[src/rtl/ma_check_pkg.sv]
// Shared types and constants for the moving-average checker.
package ma_check_pkg;

  typedef enum logic [1:0] {
    S_IDLE,
    S_FILL,
    S_CHECK,
    S_DONE
  } state_t;

  typedef logic signed [7:0] sample_t;

  localparam logic [7:0] ERR_SAT = 8'd255;

  // Error counter increment that sticks at ERR_SAT.
  function automatic logic [7:0] sat_inc(input logic [7:0] v);
    return (v == ERR_SAT) ? v : v + 8'd1;
  endfunction

endpackage

[src/rtl/ma_delay_line.sv]
// Signed sample shift register. Tap 0 is the newest sample. A clear loads the
// incoming sample into tap 0 and zeroes the older taps, so the clear cycle is
// itself a capture. DEPTH=0 degenerates to a pass-through on o_data.
module ma_delay_line
  import ma_check_pkg::*;
#(
  parameter  int DEPTH = 4,
  localparam int TAPS  = (DEPTH > 0) ? DEPTH : 1
) (
  input  logic               i_clk,
  input  logic               i_rst_n,
  input  logic               i_en,
  input  logic               i_clr,
  input  sample_t            i_data,
  output sample_t [TAPS-1:0] o_taps,
  output sample_t            o_data
);

  sample_t [TAPS-1:0] r_taps;

  // Shift toward higher index; clear zeroes history but still takes the new sample.
  always_ff @(posedge i_clk or negedge i_rst_n) begin
    if (!i_rst_n) begin
      r_taps <= '0;
    end else if (i_en || i_clr) begin
      r_taps[0] <= i_data;
      for (int i = 1; i < TAPS; i++) r_taps[i] <= i_clr ? '0 : r_taps[i-1];
    end
  end

  assign o_taps = r_taps;
  assign o_data = (DEPTH == 0) ? i_data : r_taps[TAPS-1];

endmodule

[config.mk]
export PLATFORM = sky130hd
export DESIGN_NAME = ma_delay_line
export DESIGN_NICKNAME = d
export VERILOG_FILES = /design/src/rtl/ma_check_pkg.sv /design/src/rtl/ma_delay_line.sv
export SDC_FILE = /design/constraint.sdc
export NUM_CORES = 1
export LEC_CHECK = 0
export ABC_CLOCK_PERIOD_IN_PS = 1500
export CAP_MARGIN = 20
export CORE_MARGIN = 8
export CORE_UTILIZATION = 40
export CTS_CLUSTER_DIAMETER = 30
export CTS_CLUSTER_SIZE = 20
export DETAILED_ROUTE_END_ITERATION = 16
export PLACE_DENSITY = 0.73
export SLEW_MARGIN = 20
export SYNTH_ARGS = -nofsm -noshare
export SYNTH_HDL_FRONTEND = slang
export SYNTH_SLANG_ARGS = --single-unit
[constraint.sdc]
create_clock -name i_clk -period 1.5 [get_ports i_clk]
set_input_delay 0.225 -clock i_clk [delete_from_list [all_inputs] [get_ports i_clk]]
set_output_delay 0.225 -clock i_clk [all_outputs]
set_load 0.05 [all_outputs]
==> run_results.csv, run 1 <==
group,metric,value,unit
pwr,power.total,1.95,mW
critical_path,critical_path.slowest_cell,"dfrtp_1",
synthesis,yosys-top-cells-count,"dfrtp_1, mux2i_1, nor2_1, buf_4, mux2_4",
clock_network,clock_tree_from_tritoncts,"built",
synthesis,synthDominantAreaCellType,"dfrtp_1",
critical_path,worstPathBufferInverterCount,1,
timing,grt_setup_unrepaired,"no",
critical_path,criticalPathCategory,"flop to output pin",
drt,drc,0,
critical_path,critical_path_peak_fanout,3,
critical_path,depth_of_the_worst_register_to_register_path,1,
floorplanning,design.die.area,5660,um^2
global_routing,grtUsageMet3,0.0506,
placed_design,gp_routability_congestion,0.694,
drt,drt_wl_total,3110,um
clock_network,htreeDepth,2,
global_routing,gr-max-usage-layer,"met2",
pwr,power.static_leakage,1.08,nW
floorplanning,fp.dieH,75.2,um
status,outcome,"complete, no violations",
critical_path,crit_path_cell_trace,"buf_12",
timing,worst_slew_margin_relative_to_its_limit,0.732,
drt,remaining_antenna_violation_count_after_routing,0,
timing,final.min_clock_period,1.18,ns
synthesis,syn_nets,115,
synthesis,async_flop_share,1.00,
hold_path,min-delay-path-class,"input port to async pin",
global_routing,grt_antenna_before_repair,0,
layout,fin_area,2230,um^2
clock_network,cts_resized,0,
critical_path,crit_family,"flip-flops",
placed_design,dp_cells,189,
critical_path,cp_data_arrival_time,0.96,ns
timing,final.setup.worst_slack,0.316,ns
clock_network,tritoncts.num_buffers,5,
global_routing,grt_ovf,0,
placed_design,post-place-ws,0.0449,ns
placed_design,hpwlAfterDp,2400,um
clock_network,clk_sink_count,32,
drt,vias_per_cell,4.65,
placed_design,port_buffers,51,
timing,clock.fmax,844,MHz
timing,final_min_period_over_clock_period,0.790,
pwr,powerDensity,873,nW/um^2
critical_path,required_time_of_the_critical_path,1.27,ns
floorplanning,core_area,3360,um^2
timing,hold_violations,0,
floorplanning,floorplan.die.width,75.2,um
clock_network,clock_latency_at_the_later_pin_of_the_worst_skew_pair,0.31,ns
layout,area_growth,58.9,%
clock_network,clk_path_buf_depth,2,
timing,number_of_endpoints_failing_setup_at_the_final_stage,0,
synthesis,synth-edff-count,0,
timing,slew_violations,0,
drt,drt-pass1-iter-count,4,
layout,layout-drive-gt1-share,0.393,
critical_path,worst_path_largest_cell_delay,0.47,ns
critical_path,critical_path_cell_count,1,
synthesis,synth_seq_cells,32,
synthesis,syn-instance-count,103,
layout,number_of_antenna_repair_diodes,0,
drt,detail_route.iter0.violations,45,
clock_network,cts-root-buf,"clkbuf_4",
global_routing,grt_max_degree,33,
global_routing,vias_in_the_first_global_route,964,
global_routing,grt_pass1_wl,4950,um
global_routing,grt_usage,0.117,
synthesis,synth.distinct_cells,10,
clock_network,post_cts_buffers,0,
floorplanning,floorplan.initialDensity,0.417,
layout,footprint_of_the_multi_input_gates,470,um^2
synthesis,netlist_area,1400,um^2
synthesis,synth_top_cells_by_area,"dfrtp_1, mux2i_1, mux2_4, nor2_1, buf_4",
synthesis,yosysWarnings,0,
clock_network,hold_bufs_at_cts,0,
pwr,irDropWorstVdd,0.656,mV
global_routing,grt_util_met2,0.185,
drt,dr_vias,912,
layout,final.fill_count,257,
layout,num-nets-final,162,
flow_run,cap_viol_max_count,0,
synthesis,synth_area_per_cell,13.6,um^2
layout,sequential_cell_area,801,um^2
global_routing,grtUsageMet1,0.135,
drt,wl_per_cell,15.9,um
timing,worst-slew-pin-transition,0.403,ns
synthesis,synthMostInstantiatedCell,"dfrtp_1",
critical_path,timing.critical_path.from_type,"flop",
layout,final_cells,196,
critical_path,setup.worst_path.end_class,"output pin",
floorplanning,std_cell_rows,21,
timing,fin_skew,0.00354,ns
floorplanning,pin_count,52,
clock_network,clk_transition_reported_paths,0.09,ns
synthesis,synth_seq_area_share,0.571,
synthesis,synth_top_area_share,0.571,
timing,fin_tns_setup,0,ns
placed_design,placedInstanceArea,2180,um^2
synthesis,ys_dominant_reg_cell,"dfrtp_1",
## metrics by stage
| step | utilization | hold slack, ns |
|---|---|---|
| 2_1_floorplan | - | -0.0706 |
| 3_3_place_gp | 0.649 | 0.528 |
| 3_5_place_dp | 0.649 | 0.539 |
| 4_1_cts | 0.663 | 0.301 |
| 5_1_grt | 0.663 | 0.340 |
| 6_report | 0.663 | 0.293 |
## report_power, final
part / internal [mW] / switching (mW)
Sequential: 0.906 / 0.0642
Clock: 0.172 / 0.265
Combinational: 0.263 / 0.275
## per-layer routing
metal,wire (um),share of wire,vias up
li1,-,-,428
met1,1280,0.41,443
met2,1520,0.49,35
met3,273,0.088,6
met5,0,0,-
met4,47,0.015,0
## sequential cells by signal (all words and copies together) (netlist names)
signal,count
o_data,8
o_taps,24
## logic make-up (layout without fill, tap and decap cells)
family,after synthesis,after routing,share of synthesized area
buf+inv,14,61,0.0937
mux,32,32,0.257
flops,32,32,0.571
simple gates,25,25,0.0785
## cell type report
type,count,share of cell area
Tap cell,46,0.0258
Clock inverter,1,0.00225
Timing Repair Buffer,54,0.383
Clock buffer,6,0.0185
Sequential cell,32,0.359
Multi-Input combinational cell,57,0.211
## cells in the final DEF (no fill, tap or decap)
cell type        instances
buf_4                    9
buf_12                  34
buf_2                    1
nor2_1                  24
dfrtp_1                 32
mux2i_1                 24
clkdlybuf4s50_1         10
clkinv_2                 1
nor2_8                   1
clkbuf_1                 1
clkbuf_4                 5
mux2_4                   8
## worst paths after layout
path | start | to | slack (ns)
max in group asynchronous | i_rst_n | o_taps[21] | 0.92
worst max-delay path | o_data[6] | o_data[6] | 0.32
min in group i_clk | i_en | o_data[3] | 0.38
worst min-delay path | i_rst_n | o_taps[14] | 0.29
worst min register to register | o_taps[17] | o_taps[17] | 0.55
worst max register to register | o_taps[1] | o_taps[1] | 0.67
No activity file was read; power rests on OpenSTA's default activity.
==> inputs of run 2 (changes only) <==
Settings changed: ABC_CLOCK_PERIOD_IN_PS 1500 to 1100.
Clock period 1.5 ns to 1.1 ns, I/O delays scaled along.
==> run_results.csv, run 2 (synthesis results as in run 1) <==
group,metric,value,unit
status,outcome,"finished, violations left",
status,violations,"setup timing",
timing,final_min_period_over_clock_period,1.02,
layout,num-nets-final,191,
floorplanning,floorplan.initialDensity,0.417,
drt,vias_per_cell,4.60,
critical_path,cp_data_arrival_time,0.96,ns
drt,remaining_antenna_violation_count_after_routing,0,
clock_network,htreeDepth,2,
timing,number_of_endpoints_failing_setup_at_the_final_stage,17,
timing,clock.fmax,892,MHz
pwr,power.static_leakage,1.25,nW
drt,drc,0,
layout,final_util,0.765,
critical_path,worstPathBufferInverterCount,1,
critical_path,setup.worst_path.end_class,"output pin",
floorplanning,fp.dieH,75.2,um
timing,worst-slew-pin-transition,0.239,ns
clock_network,clock_tree_from_tritoncts,"built",
global_routing,grt_ovf,0,
pwr,irDropWorstVdd,0.815,mV
clock_network,clk_transition_reported_paths,0.10,ns
critical_path,crit_path_cell_trace,"buf_12",
placed_design,gp_routability_congestion,0.700,
critical_path,crit_family,"flip-flops",
clock_network,clk_sink_count,32,
clock_network,cts-root-buf,"clkbuf_4",
floorplanning,core_area,3360,um^2
timing,final.setup.worst_slack,-0.0212,ns
drt,wl_per_cell,16.3,um
floorplanning,pin_count,52,
layout,area_growth,83.3,%
layout,number_of_antenna_repair_diodes,0,
timing,grt_setup_unrepaired,"yes",
global_routing,grt_usage,0.138,
layout,final_common_cell,"buf_12",
drt,drt-pass1-iter-count,5,
timing,fin_worst_hold_slack,0.183,ns
drt,detail_route.iter0.violations,44,
floorplanning,floorplan.die.width,75.2,um
critical_path,criticalPathCategory,"flop to output pin",
drt,dr_vias,1039,
floorplanning,design.die.area,5660,um^2
layout,layout-drive-gt1-share,0.544,
global_routing,grt_pass1_wl,5780,um
flow_run,cap_viol_max_count,0,
critical_path,required_time_of_the_critical_path,0.94,ns
drt,drt_wl_total,3690,um
layout,layout.cells.most_common_list,"buf_12, buf_4, mux2i_1, nor2_1, dfrtp_1",
timing,final.min_clock_period,1.12,ns
pwr,powerDensity,1120,nW/um^2
layout,final_cells,226,
hold_path,min-delay-path-class,"input port to async pin",
timing,slew_violations,0,
placed_design,hpwlAfterDp,2530,um
timing,fin_skew,0.00764,ns
placed_design,post-place-ws,-0.292,ns
global_routing,grt_max_degree,33,
clock_network,clock_latency_at_the_later_pin_of_the_worst_skew_pair,0.33,ns
timing,worst_slew_margin_relative_to_its_limit,0.841,
global_routing,grt_antenna_before_repair,0,
timing,fin_tns_setup,-0.260,ns
critical_path,critical_path.slowest_cell,"dfrtp_2",
placed_design,port_buffers,51,
global_routing,vias_in_the_first_global_route,1143,
layout,final.fill_count,210,
clock_network,tritoncts.num_buffers,5,
clock_network,hold_bufs_at_cts,0,
clock_network,clk_path_buf_depth,2,
critical_path,timing.critical_path.from_type,"flop",
timing,hold_violations,0,
critical_path,critical_path_peak_fanout,3,
critical_path,worst_path_largest_cell_delay,0.46,ns
layout,largest_register_ffs,24,
placed_design,dp_cells,190,
floorplanning,std_cell_rows,21,
==> run 2: changes by cell type in the layout (fill, tap and decap cells not counted) <==
cell	delta
buf_4	+21
buf_12	+8
dfrtp_1	-8
dfrtp_2	+8
clkbuf_1	-1
clkbuf_8	+1
clkinv_2	+1
==> run 2: through the flow <==
stage | power (mW) | instance area, um^2
floorplan | 1.71 | 1400
global placement | 2.10 | 2290
detailed placement | 2.12 | 2290
CTS | 2.89 | 2530
global route | 3.02 | 2570
finish | 2.88 | 2570
==> run 2: repair_timing <==
| item | CTS | global route |
|---|---|---|
| setup endpoints to repair | 40 | 40 |
| buffers inserted | 23 | 5 |
| resized for setup | 8 | 0 |
| gates cloned | 0 | 0 |
==> run 2: final cells by class <==
class                   count  area [um^2]  area share
multi-input cells          57          470       0.183
clock buffers               6         51.3      0.0200
repair buffers             83         1170       0.455
well taps                  46         57.6      0.0224
flip-flops and latches     32          811       0.315
clock inverters             2         10.0     0.00389
==> run 2: routing by layer <==
layer	up-vias	track usage	share of wire
met1	513	0.140	0.37
met2	36	0.249	0.54
met3	6	0.0533	0.079
li1	484	-	-
met4	0	0.0512	0.0089
met5	-	0	0
==> run 2: path summary, 6_finish.rpt <==
check	from	endpoint	slack [ns]	depth (start not counted)
min in group i_clk	i_en	o_taps[7]	0.31	3
setup / recovery	o_data[5]	o_data[5]	-0.02	1
max in group asynchronous	i_rst_n	o_data[6]	0.73	2
hold / removal	i_rst_n	o_taps[7]	0.18	2
setup reg to reg	o_taps[6]	o_taps[6]	0.04	3
hold reg to reg	o_data[4]	o_data[4]	0.62	2
==> run 2: report_power, final <==
group          internal, mW  switching, mW  leakage [nW]
registers              1.24         0.0747         0.408
logic                 0.455          0.420         0.807
clock network         0.304          0.390        0.0380
==> inputs of run 3 (changes only) <==
Settings changed: ABC_CLOCK_PERIOD_IN_PS 1100 to 1150.
Clock period 1.1 ns to 1.15 ns, I/O delays scaled along.
==> run_results.csv, run 3 (synthesis results as in run 1) <==
group,metric,value,unit
status,outcome,"complete, no violations",
clock_network,htreeDepth,2,
pwr,powerDensity,1100,nW/um^2
critical_path,criticalPathCategory,"flop to output pin",
critical_path,flop2flop_setup_slack,0.20,ns
drt,wl_per_cell,16.2,um
drt,remaining_antenna_violation_count_after_routing,0,
critical_path,required_time_of_the_critical_path,0.98,ns
layout,layout.cells.most_common_list,"buf_12, mux2i_1, nor2_1",
clock_network,clk_transition_reported_paths,0.10,ns
timing,worst-slew-pin-transition,0.251,ns
pwr,power_frac_comb,0.285,
layout,final_common_cell,"buf_12",
clock_network,cts-root-buf,"clkbuf_4",
floorplanning,floorplan.die.width,75.2,um
timing,fin_worst_hold_slack,0.193,ns
timing,worst_slew_margin_relative_to_its_limit,0.833,
layout,layout-drive-gt1-share,0.506,
critical_path,cp_data_arrival_time,0.96,ns
global_routing,grt_antenna_before_repair,0,
hold_path,min-delay-path-class,"input port to async pin",
pwr,p_sw,828,uW
pwr,power.share.clock,0.245,
critical_path,worstPathBufferInverterCount,1,
layout,number_of_antenna_repair_diodes,0,
floorplanning,floorplan.initialDensity,0.417,
layout,area_growth,74.8,%
drt,vias_per_cell,4.60,
timing,clock.fmax,886,MHz
critical_path,setup.worst_path.end_class,"output pin",
timing,final.min_clock_period,1.13,ns
global_routing,grt_usage,0.122,
critical_path,depth_of_the_worst_register_to_register_path,2,
layout,sequential_cell_area,812,um^2
layout,largest_register_ffs,24,
floorplanning,core_area,3360,um^2
pwr,power.share.sequential,0.470,
drt,drt-pass1-iter-count,4,
layout,footprint_of_the_multi_input_gates,470,um^2
critical_path,critical_path_peak_fanout,3,
drt,dr_vias,966,
layout,num-nets-final,175,
timing,slew_violations,0,
critical_path,worst_path_largest_cell_delay,0.46,ns
pwr,power.static_leakage,1.17,nW
global_routing,grt_max_degree,33,
drt,detail_route.iter0.violations,53,
timing,hold_violations,0,
placed_design,port_buffers,51,
drt,drt_wl_total,3400,um
timing,fin_skew,0.00723,ns
pwr,irDropWorstVdd,0.781,mV
timing,number_of_endpoints_failing_setup_at_the_final_stage,0,
placed_design,post-place-ws,-0.249,ns
global_routing,vias_in_the_first_global_route,997,
critical_path,crit_path_cell_trace,"buf_12",
pwr,swShare,0.307,
clock_network,clock_latency_at_the_later_pin_of_the_worst_skew_pair,0.33,ns
placed_design,gp_routability_congestion,0.700,
flow_run,cap_viol_max_count,0,
clock_network,tritoncts.num_buffers,5,
critical_path,critical_path.slowest_cell,"dfrtp_2",
placed_design,hpwlAfterDp,2530,um
critical_path,worst_r2r_startpoint,"o_taps[0]",
timing,final.setup.worst_slack,0.0207,ns
floorplanning,std_cell_rows,21,
floorplanning,fp.dieH,75.2,um
drt,drc,0,
critical_path,timing.critical_path.from_type,"flop",
clock_network,clk_sink_count,32,
pwr,cell_internal_pwr,1.87,mW
clock_network,clock_tree_from_tritoncts,"built",
timing,final_min_period_over_clock_period,0.982,
critical_path,reg2reg_to,"o_taps[0]",
clock_network,clk_path_buf_depth,2,
global_routing,grt_pass1_wl,5100,um
global_routing,grt_ovf,0,
critical_path,crit_family,"flip-flops",
clock_network,hold_bufs_at_cts,0,
timing,grt_setup_unrepaired,"yes",
layout,final.fill_count,235,
floorplanning,design.die.area,5660,um^2
floorplanning,pin_count,52,
[run 3: cell types whose count changed in the layout (fill, tap and decap cells not counted)]
cell | before | now
dfrtp_1 | 24 | 23
buf_4 | 30 | 14
dfrtp_2 | 8 | 9
[run 3: how the worst max path moves through the flow]
stage | to | cells after the start | slack, ns | startpoint
finish | o_data[7] | 1 | 0.02 | o_data[7]
global route | o_taps[26] | 1 | -0.03 | o_data[2]
CTS | o_data[7] | 1 | 0.004 | o_data[7]
detailed placement | o_taps[2] | 3 | -0.25 | i_clr
global placement | o_taps[4] | 3 | -0.21 | i_clr
floorplan | o_taps[24] | 1 | 0.07 | o_data[0]
[run 3: final cells by class]
cell class | count | area share
clock buffers | 6 | 0.0209
well taps | 46 | 0.0235
flip-flops and latches | 32 | 0.331
clock inverters | 2 | 0.00408
repair buffers | 67 | 0.429
multi-input cells | 57 | 0.192
[run 3: power groups by stage]
stage	Sequential, mW	Clock [mW]	Combinational [mW]
2_1_floorplan	1.45	0	0.186
3_3_place_gp	1.29	0	0.718
3_5_place_dp	1.29	0	0.733
4_1_cts	1.27	0.687	0.735
5_1_grt	1.27	0.755	0.803
6_report	1.27	0.661	0.768
[run 3: repair_timing]
action,CTS,global route
endpoints found under the setup margin,16,39
pin swaps,0,0
buffers inserted,0,12
resized for setup,8,1
[run 3: metrics by stage]
stage | setup TNS (ns) | power [mW] | util | area (um^2) | cells
global placement | -4.51 | 2.01 | 0.681 | 2290 | 190
finish | 0 | 2.69 | 0.729 | 2450 | 210
CTS | 0 | 2.69 | 0.702 | 2360 | 198
floorplan | 0 | 1.64 | - | 1400 | 103
detailed placement | -5.29 | 2.02 | 0.681 | 2290 | 190
global route | -0.498 | 2.83 | 0.729 | 2450 | 210
[run 3: routing by layer]
metal	global-route usage	share of wire
met5	0	0
met4	0.0512	0.017
met3	0.0573	0.083
met2	0.210	0.53
met1	0.124	0.37
